<file path="config.mk">
export PLATFORM = sky130hd
export DESIGN_NAME = led_pwm_fader
export DESIGN_NICKNAME = d
export VERILOG_FILES = /design/src/rtl/led_pwm_fader.sv
export SDC_FILE = /design/constraint.sdc
export NUM_CORES = 1
export LEC_CHECK = 0
export ABC_AREA = 1
export CELL_PAD_IN_SITES_DETAIL_PLACEMENT = 0
export CELL_PAD_IN_SITES_GLOBAL_PLACEMENT = 2
export CORE_MARGIN = 10
export CORE_UTILIZATION = 40
export DETAILED_ROUTE_END_ITERATION = 16
export HOLD_SLACK_MARGIN = 0.02
export PLACE_DENSITY_LB_ADDON = 0.1
export RECOVER_POWER = 50
export SYNTH_ARGS = -nofsm -noshare
export SYNTH_HDL_FRONTEND = slang
export SYNTH_SLANG_ARGS = --single-unit
</file>
<file path="constraint.sdc">
create_clock -name clk -period 6.6 [get_ports clk]
set_input_delay 0.99 -clock clk [delete_from_list [all_inputs] [get_ports clk]]
set_output_delay 0.99 -clock clk [all_outputs]
set_load 0.02 [all_outputs]
</file>
<file path="src/rtl/led_pwm_fader.sv">
// led_pwm_fader: three-channel PWM brightness engine for the tri-colour status LED.
// Brightness commands set a per-channel target. A command either jumps the
// current level to the target at once, or lets it ramp toward the target by
// one level per fade tick. The current levels drive 256-slot PWM comparators,
// and the comparator results are registered onto the pins.
module led_pwm_fader #(
    parameter int         CLK_FREQ = 20000000,
    parameter int         PWM_DIV  = 4,
    parameter int         FADE_DIV = 78125,
    parameter logic [2:0] INV_MASK = 3'b000
) (
    input  logic       clk,
    input  logic       rst_n,
    input  logic       cmd_valid,
    output logic       cmd_ready,
    input  logic [1:0] cmd_color,
    input  logic [7:0] cmd_level,
    input  logic       cmd_fade,
    output logic       busy,
    output logic       led_red,
    output logic       led_green,
    output logic       led_blue
);

    // A divider of 1 still needs a one-bit register.
    // That register stays at 0, so the wrap fires on every clock.
    localparam int PW = (PWM_DIV > 1) ? $clog2(PWM_DIV) : 1;
    localparam int FW = (FADE_DIV > 1) ? $clog2(FADE_DIV) : 1;

    localparam logic [PW-1:0] PWM_LAST  = PW'(PWM_DIV - 1);
    localparam logic [FW-1:0] FADE_LAST = FW'(FADE_DIV - 1);

    // CLK_FREQ only documents the intended clock.
    // It is sanity-checked here and is not used in any arithmetic.
    if (CLK_FREQ < 1 || PWM_DIV < 1 || FADE_DIV < 1) begin : g_bad_param
        $error("led_pwm_fader: CLK_FREQ, PWM_DIV and FADE_DIV must be positive");
    end

    logic [PW-1:0]     pwm_presc;
    logic [7:0]        pwm_cnt;
    logic [FW-1:0]     fade_presc;
    logic              pwm_wrap;
    logic              fade_tick;
    logic              cmd_fire;
    logic [2:0]        cmd_sel;
    logic [2:0][7:0]   cur;
    logic [2:0][7:0]   tgt;
    logic [2:0]        differ;
    logic [2:0]        pwm_on;
    logic [2:0]        led_q;

    assign pwm_wrap  = (pwm_presc == PWM_LAST);
    assign fade_tick = (fade_presc == FADE_LAST);
    assign cmd_fire  = cmd_valid & cmd_ready;

    // Ready comes up on the first edge after reset is released.
    // Commands held during reset are therefore ignored.
    always_ff @(posedge clk or negedge rst_n) begin
        if (!rst_n) begin
            cmd_ready <= 1'b0;
        end else begin
            cmd_ready <= 1'b1;
        end
    end

    // PWM slot prescaler and 8-bit slot counter; both wrap freely.
    always_ff @(posedge clk or negedge rst_n) begin
        if (!rst_n) begin
            pwm_presc <= '0;
            pwm_cnt   <= 8'd0;
        end else begin
            if (pwm_wrap) begin
                pwm_presc <= '0;
                pwm_cnt   <= pwm_cnt + 8'd1;
            end else begin
                pwm_presc <= pwm_presc + 1'b1;
            end
        end
    end

    // Fade prescaler.
    // Its wrap cycle is the fade tick, so one level step happens per FADE_DIV clocks.
    always_ff @(posedge clk or negedge rst_n) begin
        if (!rst_n) begin
            fade_presc <= '0;
        end else if (fade_tick) begin
            fade_presc <= '0;
        end else begin
            fade_presc <= fade_presc + 1'b1;
        end
    end

    // Decode the colour field into a channel mask; code 3 addresses all channels.
    always_comb begin
        cmd_sel = 3'b000;
        case (cmd_color)
            2'd0:    cmd_sel = 3'b001;
            2'd1:    cmd_sel = 3'b010;
            2'd2:    cmd_sel = 3'b100;
            default: cmd_sel = 3'b111;
        endcase
    end

    // Per-channel target/current update.
    // A command to a channel takes priority over that channel's fade step in the same cycle.
    // Steps only move toward the target, so the level cannot overshoot or wrap.
    always_ff @(posedge clk or negedge rst_n) begin
        if (!rst_n) begin
            cur <= '0;
            tgt <= '0;
        end else begin
            for (int c = 0; c < 3; c++) begin
                if (cmd_fire && cmd_sel[c]) begin
                    tgt[c] <= cmd_level;
                    if (!cmd_fade) begin
                        cur[c] <= cmd_level;
                    end
                end else if (fade_tick) begin
                    if (cur[c] < tgt[c]) begin
                        cur[c] <= cur[c] + 8'd1;
                    end else if (cur[c] > tgt[c]) begin
                        cur[c] <= cur[c] - 8'd1;
                    end
                end
            end
        end
    end

    // Per-channel comparisons for busy and PWM on-state, from registered levels only.
    always_comb begin
        differ = 3'b000;
        pwm_on = 3'b000;
        for (int c = 0; c < 3; c++) begin
            differ[c] = (cur[c] != tgt[c]);
            pwm_on[c] = (cur[c] > pwm_cnt);
        end
    end

    assign busy = |differ;

    // Registered pin drivers with polarity applied.
    // Reset parks every pin at its off level.
    always_ff @(posedge clk or negedge rst_n) begin
        if (!rst_n) begin
            led_q <= INV_MASK;
        end else begin
            led_q <= pwm_on ^ INV_MASK;
        end
    end

    assign led_red   = led_q[0];
    assign led_green = led_q[1];
    assign led_blue  = led_q[2];

endmodule

</file>
==> out/qor.txt <==
Status: complete, no violations
DR vias: 4713
Clock transition at the register clock pins on the worst setup and hold paths after CTS: 60 ps
Top-area cell type share of the netlist area: 0.351
CP Capture Type: output pin
CTS tree: done
Post-synth top flop: sky130_fd_sc_hd__dfrtp_1
Cell count after synthesis: 726
# nets final: 843
Post-synth net total: 819
Placed cells: 919
Critical Path AT: 2480 ps
Peak supply drop: 0.000185 V
Routed wire length: 14.4 mm
Number of buffers created by CTS: 9
Number of different library cells in the post-synthesis netlist: 35
Total Negative Setup Slacks: 0 ps
Count of flip-flops with a built-in enable after synthesis: 0
Total power divided by cell area: 457 mW/mm^2
Ports: 19
Setup clock skew after layout: 2.91 ps
Horizontal die dimension: 139 um
Root cell of the clock tree: sky130_fd_sc_hd__clkbuf_16
Setup violators final: 0
Wire length of the first global-routing pass: 23.5 mm
Average cell area after synthesis: 7.75 um^2
# DRC: 0
Post-synth top area cell: sky130_fd_sc_hd__dfrtp_1
Number of inserted filler cells in the final layout: 1399
Skew-Pair Late Insertion Delay: 340 ps
Critical-path maximum fanout: 4
Worst hold path stage count: 1
Asr flop ratio synth: 1.00
Number of hold-slack violations in the final timing report: 0
Seq. cell area: 0.00198 mm^2
Endpoint with the worst hold slack: pwm_presc[0]$_DFF_PN0_
DR WL/cell: 15.4 um
Global-route congestion overflow total: 0
Setup slack of the worst register-to-register path: 3670 ps
Critical setup path kind: register to output pin
Ratio of cells with drive above 1 in the final layout: 0.0425
Via count of the first global-routing pass: 4395
Mapped cell area: 0.00563 mm^2
Post-CTS setup buffer count: 0
Port Buf Inserts: 18
Crit path time final: 3470 ps
Die area: 0.0192 mm^2
Pins over their slew limit: 0
Number of nets with antenna violations after detailed routing: 0
Yosys Warn Count: 0
Leading post-synthesis cells by cell area: sky130_fd_sc_hd__dfrtp_1, sky130_fd_sc_hd__ha_1, sky130_fd_sc_hd__nand2_1
Number of standard cells in the layout, taps in and fillers out: 933
Resize count post-CTS: 0
Length of the first detailed-routing pass in iterations: 5
Antenna diodes: 0
Worst EP required: 5610 ps
Initial Utilization: 0.407
Maximum number of pins on one net before global-route repair: 60
Core Box Area: 0.0138 mm^2
GRT Resource Usage Total: 0.150
Maximum clock frequency: 288 MHz
HP Start: pwm_presc[0]$_DFF_PN0_
Number of placement rows: 43
Final weighted congestion in routability-driven placement: 0.833
Transition time of the tightest slew-check pin: 1150 ps
Cell count of the worst reg-to-reg path: 13
Deepest clock path buffer count: 2
CTS HTree Levels: 3
Worst flop-to-flop path startpoint: cur[13]$_DFFE_PN0P_
Avg Vias per Cell: 5.05
Fraction of the yosys area taken by sequential cells: 0.351
CTS Sinks: 79
Initial antenna violation count: 0
Unrepaired setup endpoints after global routing: false
Max-cap viol count: 0
Endpoint of the worst register-to-register path: cur[13]$_DFFE_PN0P_
Drt initial violations: 345
Number of buffers inserted for hold repair after clock tree synthesis: 0
DIE HEIGHT: 139 um
Worst hold path type: register to register
PnR Total Power: 2860 uW
P&R area growth vs syn: 11.3%
Startpoint type of the worst setup path: register
Placed wire-length estimate after detailed placement: 11.3 mm
Total area of multi-input combinational cells: 0.00319 mm^2
Max-slew headroom: 0.237
Leakage: 0.00328 uW
Final cycle utilization of the critical path: 0.526
Number of storage elements in the synthesis netlist: 79
==> worst max-delay path: stages, from the launching register on <==
cell and delay [ps]:
sky130_fd_sc_hd__dfrtp_1 450, sky130_fd_sc_hd__ha_1 340, sky130_fd_sc_hd__nand2_1 50, sky130_fd_sc_hd__inv_1 70, sky130_fd_sc_hd__nand3_1 90, sky130_fd_sc_hd__nor3_1 400, sky130_fd_sc_hd__nand3_1 170, sky130_fd_sc_hd__clkdlybuf4s50_1 570
==> synth_stat cells, types with 3 or more instances <==
cell type and number:
sky130_fd_sc_hd__nand3_1 47, sky130_fd_sc_hd__xor2_1 16, sky130_fd_sc_hd__nor2_2 3, sky130_fd_sc_hd__nand2_1 174, sky130_fd_sc_hd__clkbuf_1 5, sky130_fd_sc_hd__nand2_2 7, sky130_fd_sc_hd__inv_2 4, sky130_fd_sc_hd__a31oi_1 3
sky130_fd_sc_hd__nand4_1 16, sky130_fd_sc_hd__fa_1 3, sky130_fd_sc_hd__a21o_1 5, sky130_fd_sc_hd__inv_1 104, sky130_fd_sc_hd__ha_1 76, sky130_fd_sc_hd__a21oi_1 41, sky130_fd_sc_hd__o21bai_1 7, sky130_fd_sc_hd__o21a_1 4
sky130_fd_sc_hd__o21ai_2 3, sky130_fd_sc_hd__nor4_1 4, sky130_fd_sc_hd__nor3_1 12, sky130_fd_sc_hd__o21ai_0 50, sky130_fd_sc_hd__dfrtp_1 79, sky130_fd_sc_hd__nor2_1 44
==> cell families after synthesis <==
family / after synthesis / synth area share
AO/OA/AOI/OAI: 116 / 0.114
XOR/XNOR: 18 / 0.0280
adder cells (fa/ha/maj): 79 / 0.180
buffers and inverters: 116 / 0.0787
flip-flops: 79 / 0.351
other: 1 / 0.000666
AND/OR/NAND/NOR: 317 / 0.248
==> worst max path at each step <==
| stage | start | to | slack (ps) | cells past startpoint |
|---|---|---|---|---|
| after floorplan | cur[15]$_DFFE_PN0P_ | cur[13]$_DFFE_PN0P_ | 4230 | 12 |
| after global placement | cmd_color[0] | cur[1]$_DFFE_PN0P_ | 3030 | 10 |
| after detailed placement | cmd_color[0] | cur[1]$_DFFE_PN0P_ | 2990 | 10 |
| after CTS | cur[3]$_DFFE_PN0P_ | busy | 3090 | 7 |
| after global routing | cur[23]$_DFFE_PN0P_ | busy | 2960 | 7 |
| final | cur[3]$_DFFE_PN0P_ | busy | 3130 | 7 |
==> power by group <==
part	total, uW	internal (uW)	switching, uW	leakage (uW)
clock	490	300	191	0.000136
sequential	737	589	148	0.000980
combinational	1640	657	978	0.00217
==> layer usage <==
| metal | part of all wire | GRT usage |
|---|---|---|
| met4 | 0.018 | 0.0549 |
| met5 | 0 | 0 |
| met1 | 0.52 | 0.216 |
| met3 | 0.034 | 0.0260 |
| met2 | 0.42 | 0.217 |
==> flip-flops by register name (all words and copies together) (netlist names) <==
signal,cells
pwm_cnt,8
tgt,24
pwm_presc,2
led_q,3
cur,24
fade_presc,17
cmd_ready,1
==> through the flow <==
step	util	area [um^2]	setup WS, ps	hold WS, ps
final	0.453	6270	3130	431
after global routing	0.453	6270	2960	459
after CTS	0.455	6290	3090	433
after detailed placement	0.435	6010	2990	423
after global placement	0.435	6010	3030	413
after floorplan	-	5630	4230	403
==> final cells by class <==
| type | instances | share of cell area |
|---|---|---|
| multi-input cells | 531 | 0.509 |
| repair buffers | 19 | 0.0289 |
| well taps | 180 | 0.0359 |
| inverters | 110 | 0.0659 |
| clock buffers | 13 | 0.0399 |
| clock inverters | 1 | 0.00479 |
| flip-flops and latches | 79 | 0.315 |
==> layout by cell type (no fill, tap or decap), types with 7 or more instances in the layout <==
cell                              count
sky130_fd_sc_hd__clkbuf_16            9
sky130_fd_sc_hd__nand3_1             48
sky130_fd_sc_hd__o21ai_0             50
sky130_fd_sc_hd__ha_1                76
sky130_fd_sc_hd__nor2_1              44
sky130_fd_sc_hd__a21oi_1             41
sky130_fd_sc_hd__nor3_1              13
sky130_fd_sc_hd__xor2_1              16
sky130_fd_sc_hd__dfrtp_1             79
sky130_fd_sc_hd__nand4_1             16
sky130_fd_sc_hd__inv_1              105
sky130_fd_sc_hd__nand2_1            175
sky130_fd_sc_hd__clkdlybuf4s50_1     17
sky130_fd_sc_hd__o21bai_1             7
(Power assumes the default switching activity.)
